===== config.mk =====
export PLATFORM = sky130hd
export DESIGN_NAME = life_window_gen
export DESIGN_NICKNAME = d
export VERILOG_FILES = /design/src/rtl/life_pkg.sv /design/src/rtl/life_frame_buf.sv /design/src/rtl/life_window_gen.sv
export SDC_FILE = /design/constraint.sdc
export NUM_CORES = 1
export LEC_CHECK = 0
export CAP_MARGIN = 25
export CORE_MARGIN = 1.5
export CORE_UTILIZATION = 45
export DETAILED_ROUTE_END_ITERATION = 8
export GPL_ROUTABILITY_DRIVEN = 0
export PLACE_DENSITY_LB_ADDON = 0.15
export SYNTH_ARGS = -nofsm -noshare
export SYNTH_HDL_FRONTEND = slang
export SYNTH_SLANG_ARGS = --single-unit

===== constraint.sdc =====
create_clock -name clk -period 5.6 [get_ports clk]
set_input_delay 1.12 -clock clk [delete_from_list [all_inputs] [get_ports clk]]
set_output_delay 1.12 -clock clk [all_outputs]
set_load 0.005 [all_outputs]

===== src/rtl/life_pkg.sv =====
// Shared state encoding, neighborhood ordering and coordinate helpers for the
// Game of Life window datapath; every neighbor-count checker relies on this order.
package life_pkg;

    typedef logic [0:0] state_t;
    localparam state_t LOAD = 1'b0;
    localparam state_t SCAN = 1'b1;

    // Neighborhood index order: Tl, T, Tr, L, C, R, Bl, B, Br (index 4 is the center).
    localparam int NB_N = 9;
    localparam int NB_DX [NB_N] = '{-1, 0, 1, -1, 0, 1, -1, 0, 1};
    localparam int NB_DY [NB_N] = '{-1, -1, -1, 0, 0, 0, 1, 1, 1};

    function automatic int coord_w(input int n);
        return (n < 2) ? 1 : $clog2(n);
    endfunction

endpackage


===== src/rtl/life_frame_buf.sv =====
// WIDTH x HEIGHT single-bit cell store with one write port and a combinational
// 3x3 neighborhood read; out-of-grid taps read 0 or wrap toroidally per WRAP.
module life_frame_buf
    import life_pkg::*;
#(
    parameter int WIDTH  = 16,
    parameter int HEIGHT = 16,
    parameter bit WRAP   = 1'b0,
    parameter int XW     = coord_w(WIDTH),
    parameter int YW     = coord_w(HEIGHT)
) (
    input  logic            clk,
    input  logic            wr_en,
    input  logic [XW-1:0]   wr_x,
    input  logic [YW-1:0]   wr_y,
    input  logic            wr_dat,
    input  logic [XW-1:0]   rd_x,
    input  logic [YW-1:0]   rd_y,
    output logic [NB_N-1:0] nb_dat
);

    logic [WIDTH-1:0] mem_q [HEIGHT];
    logic [WIDTH-1:0] mem_d [HEIGHT];
    int               nx;
    int               ny;
    logic             in_grid;

    always_comb begin
        mem_d = mem_q;
        if (wr_en) begin
            mem_d[wr_y][wr_x] = wr_dat;
        end
    end

    // Contents are deliberately not reset: a frame is always fully loaded before a scan.
    always_ff @(posedge clk) begin
        mem_q <= mem_d;
    end

    always_comb begin
        nb_dat  = '0;
        nx      = 0;
        ny      = 0;
        in_grid = 1'b0;
        for (int k = 0; k < NB_N; k++) begin
            nx      = int'(rd_x) + NB_DX[k];
            ny      = int'(rd_y) + NB_DY[k];
            in_grid = (nx >= 0) && (nx < WIDTH) && (ny >= 0) && (ny < HEIGHT);
            if (WRAP) begin
                if (nx < 0)            nx = nx + WIDTH;
                else if (nx >= WIDTH)  nx = nx - WIDTH;
                if (ny < 0)            ny = ny + HEIGHT;
                else if (ny >= HEIGHT) ny = ny - HEIGHT;
                in_grid = 1'b1;
            end
            if (in_grid) begin
                nb_dat[k] = mem_q[ny[YW-1:0]][nx[XW-1:0]];
            end
        end
    end

endmodule


===== src/rtl/life_window_gen.sv =====
// Loads one raster frame (LOAD), then streams one 3x3 window per cell (SCAN).
// Window outputs decode combinationally from registered scan counters; win_ready only gates advance.
module life_window_gen
    import life_pkg::*;
#(
    parameter int WIDTH  = 16,
    parameter int HEIGHT = 16,
    parameter bit WRAP   = 1'b0,
    parameter int XW     = coord_w(WIDTH),
    parameter int YW     = coord_w(HEIGHT)
) (
    input  logic          clk,
    input  logic          rst_n,
    input  logic          cell_in,
    input  logic          cell_sof,
    input  logic          cell_valid,
    output logic          cell_ready,
    output logic          Tl,
    output logic          T,
    output logic          Tr,
    output logic          L,
    output logic          R,
    output logic          Bl,
    output logic          B,
    output logic          Br,
    output logic          C,
    output logic [XW-1:0] win_x,
    output logic [YW-1:0] win_y,
    output logic          win_last,
    output logic          win_valid,
    input  logic          win_ready
);

    localparam logic [XW-1:0] X_MAX = XW'(WIDTH - 1);
    localparam logic [YW-1:0] Y_MAX = YW'(HEIGHT - 1);

    state_t          state_q, state_d;
    logic [XW-1:0]   lx_q, lx_d, sx_q, sx_d;
    logic [YW-1:0]   ly_q, ly_d, sy_q, sy_d;
    logic [XW-1:0]   wr_x;
    logic [YW-1:0]   wr_y;
    logic            scan_act, load_hs, scan_hs, at_last;
    logic [NB_N-1:0] nb_dat;

    assign scan_act   = rst_n && (state_q == SCAN);
    assign cell_ready = rst_n && (state_q == LOAD);
    assign win_valid  = scan_act;
    assign load_hs    = cell_valid && cell_ready;
    assign scan_hs    = win_valid && win_ready;
    assign at_last    = (sx_q == X_MAX) && (sy_q == Y_MAX);
    // A start-of-frame cell always lands at the origin, resynchronising mid-frame.
    assign wr_x       = cell_sof ? '0 : lx_q;
    assign wr_y       = cell_sof ? '0 : ly_q;

    always_comb begin
        state_d = state_q;
        lx_d    = lx_q;
        ly_d    = ly_q;
        sx_d    = sx_q;
        sy_d    = sy_q;
        if (load_hs) begin
            if (cell_sof) begin
                lx_d = XW'(1);
                ly_d = '0;
            end else if (lx_q == X_MAX) begin
                lx_d = '0;
                if (ly_q == Y_MAX) begin
                    ly_d    = '0;
                    state_d = SCAN;
                end else begin
                    ly_d = ly_q + YW'(1);
                end
            end else begin
                lx_d = lx_q + XW'(1);
            end
        end
        if (scan_hs) begin
            if (at_last) begin
                sx_d    = '0;
                sy_d    = '0;
                state_d = LOAD;
            end else if (sx_q == X_MAX) begin
                sx_d = '0;
                sy_d = sy_q + YW'(1);
            end else begin
                sx_d = sx_q + XW'(1);
            end
        end
    end

    always_ff @(posedge clk) begin
        if (!rst_n) begin
            state_q <= LOAD;
            lx_q    <= '0;
            ly_q    <= '0;
            sx_q    <= '0;
            sy_q    <= '0;
        end else begin
            state_q <= state_d;
            lx_q    <= lx_d;
            ly_q    <= ly_d;
            sx_q    <= sx_d;
            sy_q    <= sy_d;
        end
    end

    life_frame_buf #(
        .WIDTH  (WIDTH),
        .HEIGHT (HEIGHT),
        .WRAP   (WRAP),
        .XW     (XW),
        .YW     (YW)
    ) u_buf (
        .clk    (clk),
        .wr_en  (load_hs),
        .wr_x   (wr_x),
        .wr_y   (wr_y),
        .wr_dat (cell_in),
        .rd_x   (sx_q),
        .rd_y   (sy_q),
        .nb_dat (nb_dat)
    );

    assign Tl       = scan_act & nb_dat[0];
    assign T        = scan_act & nb_dat[1];
    assign Tr       = scan_act & nb_dat[2];
    assign L        = scan_act & nb_dat[3];
    assign C        = scan_act & nb_dat[4];
    assign R        = scan_act & nb_dat[5];
    assign Bl       = scan_act & nb_dat[6];
    assign B        = scan_act & nb_dat[7];
    assign Br       = scan_act & nb_dat[8];
    assign win_x    = scan_act ? sx_q : '0;
    assign win_y    = scan_act ? sy_q : '0;
    assign win_last = scan_act & at_last;

endmodule


==> results.txt <==
The run finished with clean final reports. The largest net degree at the start of global routing came out at 94. The final total negative setup slack is 0 ps.

The cell area after synthesis came out at 0.0182 mm2. The clock period minus final worst setup slack came out at 5490 ps. The number of inserted diodes came out at 0. The length of the first detailed-routing pass in iterations is 6. Setup repair after global routing could not meet its margin everywhere.

In this run the worst setup path begins at sy_q[1]. Measured against its own limit, the worst slew margin works out to 31.4%. The worst reg2reg path startpoint is state_q. The die area is 0.0416 mm2. The worst-path maximum fanout is 12. The count of nets left with antenna violations once routing finished came out at 0. Of the available clock period, the critical path in the final layout requires 98.0%. The share of the synthesized area in the top cell type came out at 42.3%.

The number of global-route vias before repair came out at 13010. The largest area contributor in the synthesized netlist is sky130_fd_sc_hd__edfxtp_1. The register area came out at 0.00804 mm2. The post-route netlist has 18.7% of its cells at a drive strength greater than 1. Synthesis inferred 273 register bits. The min-delay analysis places its worst path in the category flop to flop. The die width is 204 um.

Yosys printed 0 warnings. The count of input and output buffers is 25. The total power draw came out at 4.51 mW. The number of ports placed on the die boundary is 26. The synthesized instance count is 1570. The total via count after detailed routing came out at 14039. The average instance in the mapped netlist occupies 11.6 um2. The end point of the critical path is Br.

Setup violations remaining at the end of the flow were counted as 0. Compared with the post-synthesis result, the final layout area differs by 9.19%. The number of sinks on the clock net is 273.

The placed wire-length estimate came out at 38.9 mm. The number of different library cells in the post-synthesis netlist is 83. The post-route cell area is 0.0198 mm2. The number of clock buffers inserted by TritonCTS came out at 34. The final-report max-slew violation count is 0.

The maximum clock frequency came out at 0.182 GHz. The first-pass GRT wire length is 87.9 mm. For the worst flop-to-flop path, the logic depth is 6. In the final layout, the multi-input gates occupy 0.00920 mm2. The critical path in this run is classified as flop to primary output. The overflow left after global routing came out at 0. The final count of hold timing violations came out at 0. The worst endpoint data arrival time came out at 4370 ps. Cells fill 49.8% of the core in the end. The worst setup path is launched from a flop.

For this block, the initial DRC count from the detailed router was 1788. After clock tree synthesis, the flow added hold-fix buffers numbering 0. The worst setup path is captured at a primary output. The initial utilization of the core area, before any placement, comes to 45.6%. The placement-stage cell area came out at 0.0187 mm2. The share of flip-flops with an asynchronous set or reset after synthesis came out at 0%. In this run the standard cell core region covers 0.0398 mm2.

The worst hold path begins at ly_q[2]. The required time of the critical path came out at 4480 ps. The number of flops mapped to enable cells by yosys is 256.

Among all flip-flop cells after synthesis, the most frequent one is sky130_fd_sc_hd__edfxtp_1. In the final routed layout, each cell accounts on average for 28.4 um. The number of max-capacitance violations reported is 0. The via-per-instance ratio came out at 6.68. The overall die height came out at 204 um.

The remaining routing DRC violations came out at 0. The sequential-to-total area share from yosys stat came out at 44.2%. The slew at the pin with the worst max-slew slack is 1020 ps. After clock tree synthesis, the setup repair step added 0 buffers. The row count is 73. In the final design database the tool counted 1567 nets. The largest vdd supply drop came out at 0.157 mV.

The clock reaches the later pin of the worst-skew pair after 560 ps. The static power due to leakage is 6.07 nW. The net count of the mapped netlist is 1582. By area the synthesized netlist is led by sky130_fd_sc_hd__edfxtp_1 (42%), sky130_fd_sc_hd__mux4_2 (17%), sky130_fd_sc_hd__nor2_1 (6.5%), sky130_fd_sc_hd__mux2i_1 (5.6%), sky130_fd_sc_hd__nand2_1 (4.0%). The worst-case register-to-register setup slack is 2600 ps. The total power divided by cell area came out at 227 mW/mm2.

Wires add up to 59.7 mm. The H-tree was split into 2 levels. The tree is rooted in a sky130_fd_sc_hd__clkbuf_16. The clock tree from TritonCTS is built. The final-layout fill cell count came out at 3624. The clock skew is 14.7 ps. In the global route stage, overall resource usage came out at 28.9%.

The clock slew at the register clock pins of the worst setup and hold paths is 60 ps. The maximum buffer depth of the clock tree is 3. The number of antenna violations at the first check in global routing is 1. The worst register-to-register path ends at u_buf.mem_q[239].
-- Yosys cell counts, drive strengths merged (9+ instances only) --
master	instances
a21oi	29
a22oi	18
a31oi	18
a32oi	11
and2	11
and3	14
buf	61
clkbuf	74
dfxtp	17
edfxtp	256
inv	9
mux2	20
mux2i	101
mux4	151
nand2	194
nand3	54
nand3b	9
nand4	9
nor2	316
nor2b	15
nor3	28
nor3b	14
o21ai	27
xnor2	11
xor2	9
-- layout by cell type, fill, tap and decap left out, types with 6 or more instances in the layout --
master                              n
sky130_fd_sc_hd__nor2b_1           15
sky130_fd_sc_hd__a22oi_1           18
sky130_fd_sc_hd__and3_1            13
sky130_fd_sc_hd__mux2_2            18
sky130_fd_sc_hd__a32oi_1           11
sky130_fd_sc_hd__o21ai_1           10
sky130_fd_sc_hd__clkinv_1           6
sky130_fd_sc_hd__nand3b_1           9
sky130_fd_sc_hd__o21ai_0           16
sky130_fd_sc_hd__a21oi_1           29
sky130_fd_sc_hd__mux2i_1          101
sky130_fd_sc_hd__o22ai_1            8
sky130_fd_sc_hd__buf_4             49
sky130_fd_sc_hd__edfxtp_1         256
sky130_fd_sc_hd__nand2_1          193
sky130_fd_sc_hd__clkbuf_16         35
sky130_fd_sc_hd__xnor2_1            8
sky130_fd_sc_hd__mux4_1            13
sky130_fd_sc_hd__nand4_1            9
sky130_fd_sc_hd__nor4_1             7
sky130_fd_sc_hd__nor3_1            27
sky130_fd_sc_hd__dfxtp_1           13
sky130_fd_sc_hd__and2_1            10
sky130_fd_sc_hd__mux4_2           138
sky130_fd_sc_hd__clkdlybuf4s50_1   24
sky130_fd_sc_hd__nor2_1           313
sky130_fd_sc_hd__nand3_1           54
sky130_fd_sc_hd__inv_1              8
sky130_fd_sc_hd__nor3b_1           14
sky130_fd_sc_hd__a31oi_1           18
-- worst max-delay path, cell delays in order (launching register included) --
cell                              delay (ps)
sky130_fd_sc_hd__dfxtp_4                 490
sky130_fd_sc_hd__ha_2                    370
sky130_fd_sc_hd__xor2_4                  180
sky130_fd_sc_hd__buf_4                   290
sky130_fd_sc_hd__mux4_2                  560
sky130_fd_sc_hd__mux2i_1                 370
sky130_fd_sc_hd__mux2i_1                 260
sky130_fd_sc_hd__nand3_1                 140
sky130_fd_sc_hd__o311ai_1                110
sky130_fd_sc_hd__a211o_1                 250
sky130_fd_sc_hd__nor3_1                  230
sky130_fd_sc_hd__clkdlybuf4s50_1         540
-- final cells by class --
type,instances,share of cell area (%)
Tap cell,525,3.31
Sequential cell,273,40.5
Inverter,11,0.208
Timing Repair Buffer,85,4.10
Multi-Input combinational cell,1150,46.4
Clock inverter,18,0.890
Clock buffer,40,4.56
-- cell families after synthesis --
logic type / share of synthesized area, %
and+or+nand+nor: 16.5
DFF: 44.2
muxes: 25.8
AOI/OAI and AO/OA: 6.30
buffers and inverters: 5.42
xor gates and xnor gates: 1.34
adders and majority gates: 0.413
-- sequential cells by signal, indices dropped and copies added (netlist names) --
name / cells
state_q: 1
u_buf.mem_q: 256
lx_q: 4
sy_q: 4
ly_q: 4
sx_q: 4
-- how the worst min path moves through the flow --
| stage | slack (ps) | cells past startpoint | endpoint |
|---|---|---|---|
| after floorplan | 550 | 2 | ly_q[2] |
| after global placement | 590 | 2 | ly_q[2] |
| after detailed placement | 600 | 2 | ly_q[2] |
| after CTS | 610 | 2 | ly_q[2] |
| after global routing | 650 | 2 | ly_q[2] |
| final | 610 | 2 | ly_q[2] |
-- metrics by stage --
step | setup slack, ps | hold WS (ps) | std cells
floorplan | 1150 | 546 | 1570
global placement | 637 | 591 | 2040
detailed placement | 591 | 596 | 2043
CTS | 10.2 | 613 | 2101
global route | -3.40 | 652 | 2102
finish | 111 | 613 | 2102
-- per-layer routing --
layer  vias up  track usage, %  part of all wire, %
li1       5917               -                    -
met1      7173            41.7                   42
met2       833            44.2                   45
met3       116            5.18                  9.8
met4         0            9.39                  3.1
met5         -               0                    0
-- report_power, final --
part / switching (mW) / total (mW) / leakage (nW) / internal, mW
combinational: 0.0546 / 0.0695 / 3.11 / 0.0149
sequential: 0.00467 / 2.23 / 2.44 / 2.23
clock: 0.909 / 2.20 / 0.517 / 1.29
total: 0.968 / 4.51 / 6.07 / 3.54
-- what timing repair did --
action	in CTS	in global routing
endpoints found under the setup margin	0	6
endpoints found under the hold margin	0	0
gates resized for setup	0	5
No activity file was read; power rests on OpenSTA's default activity.
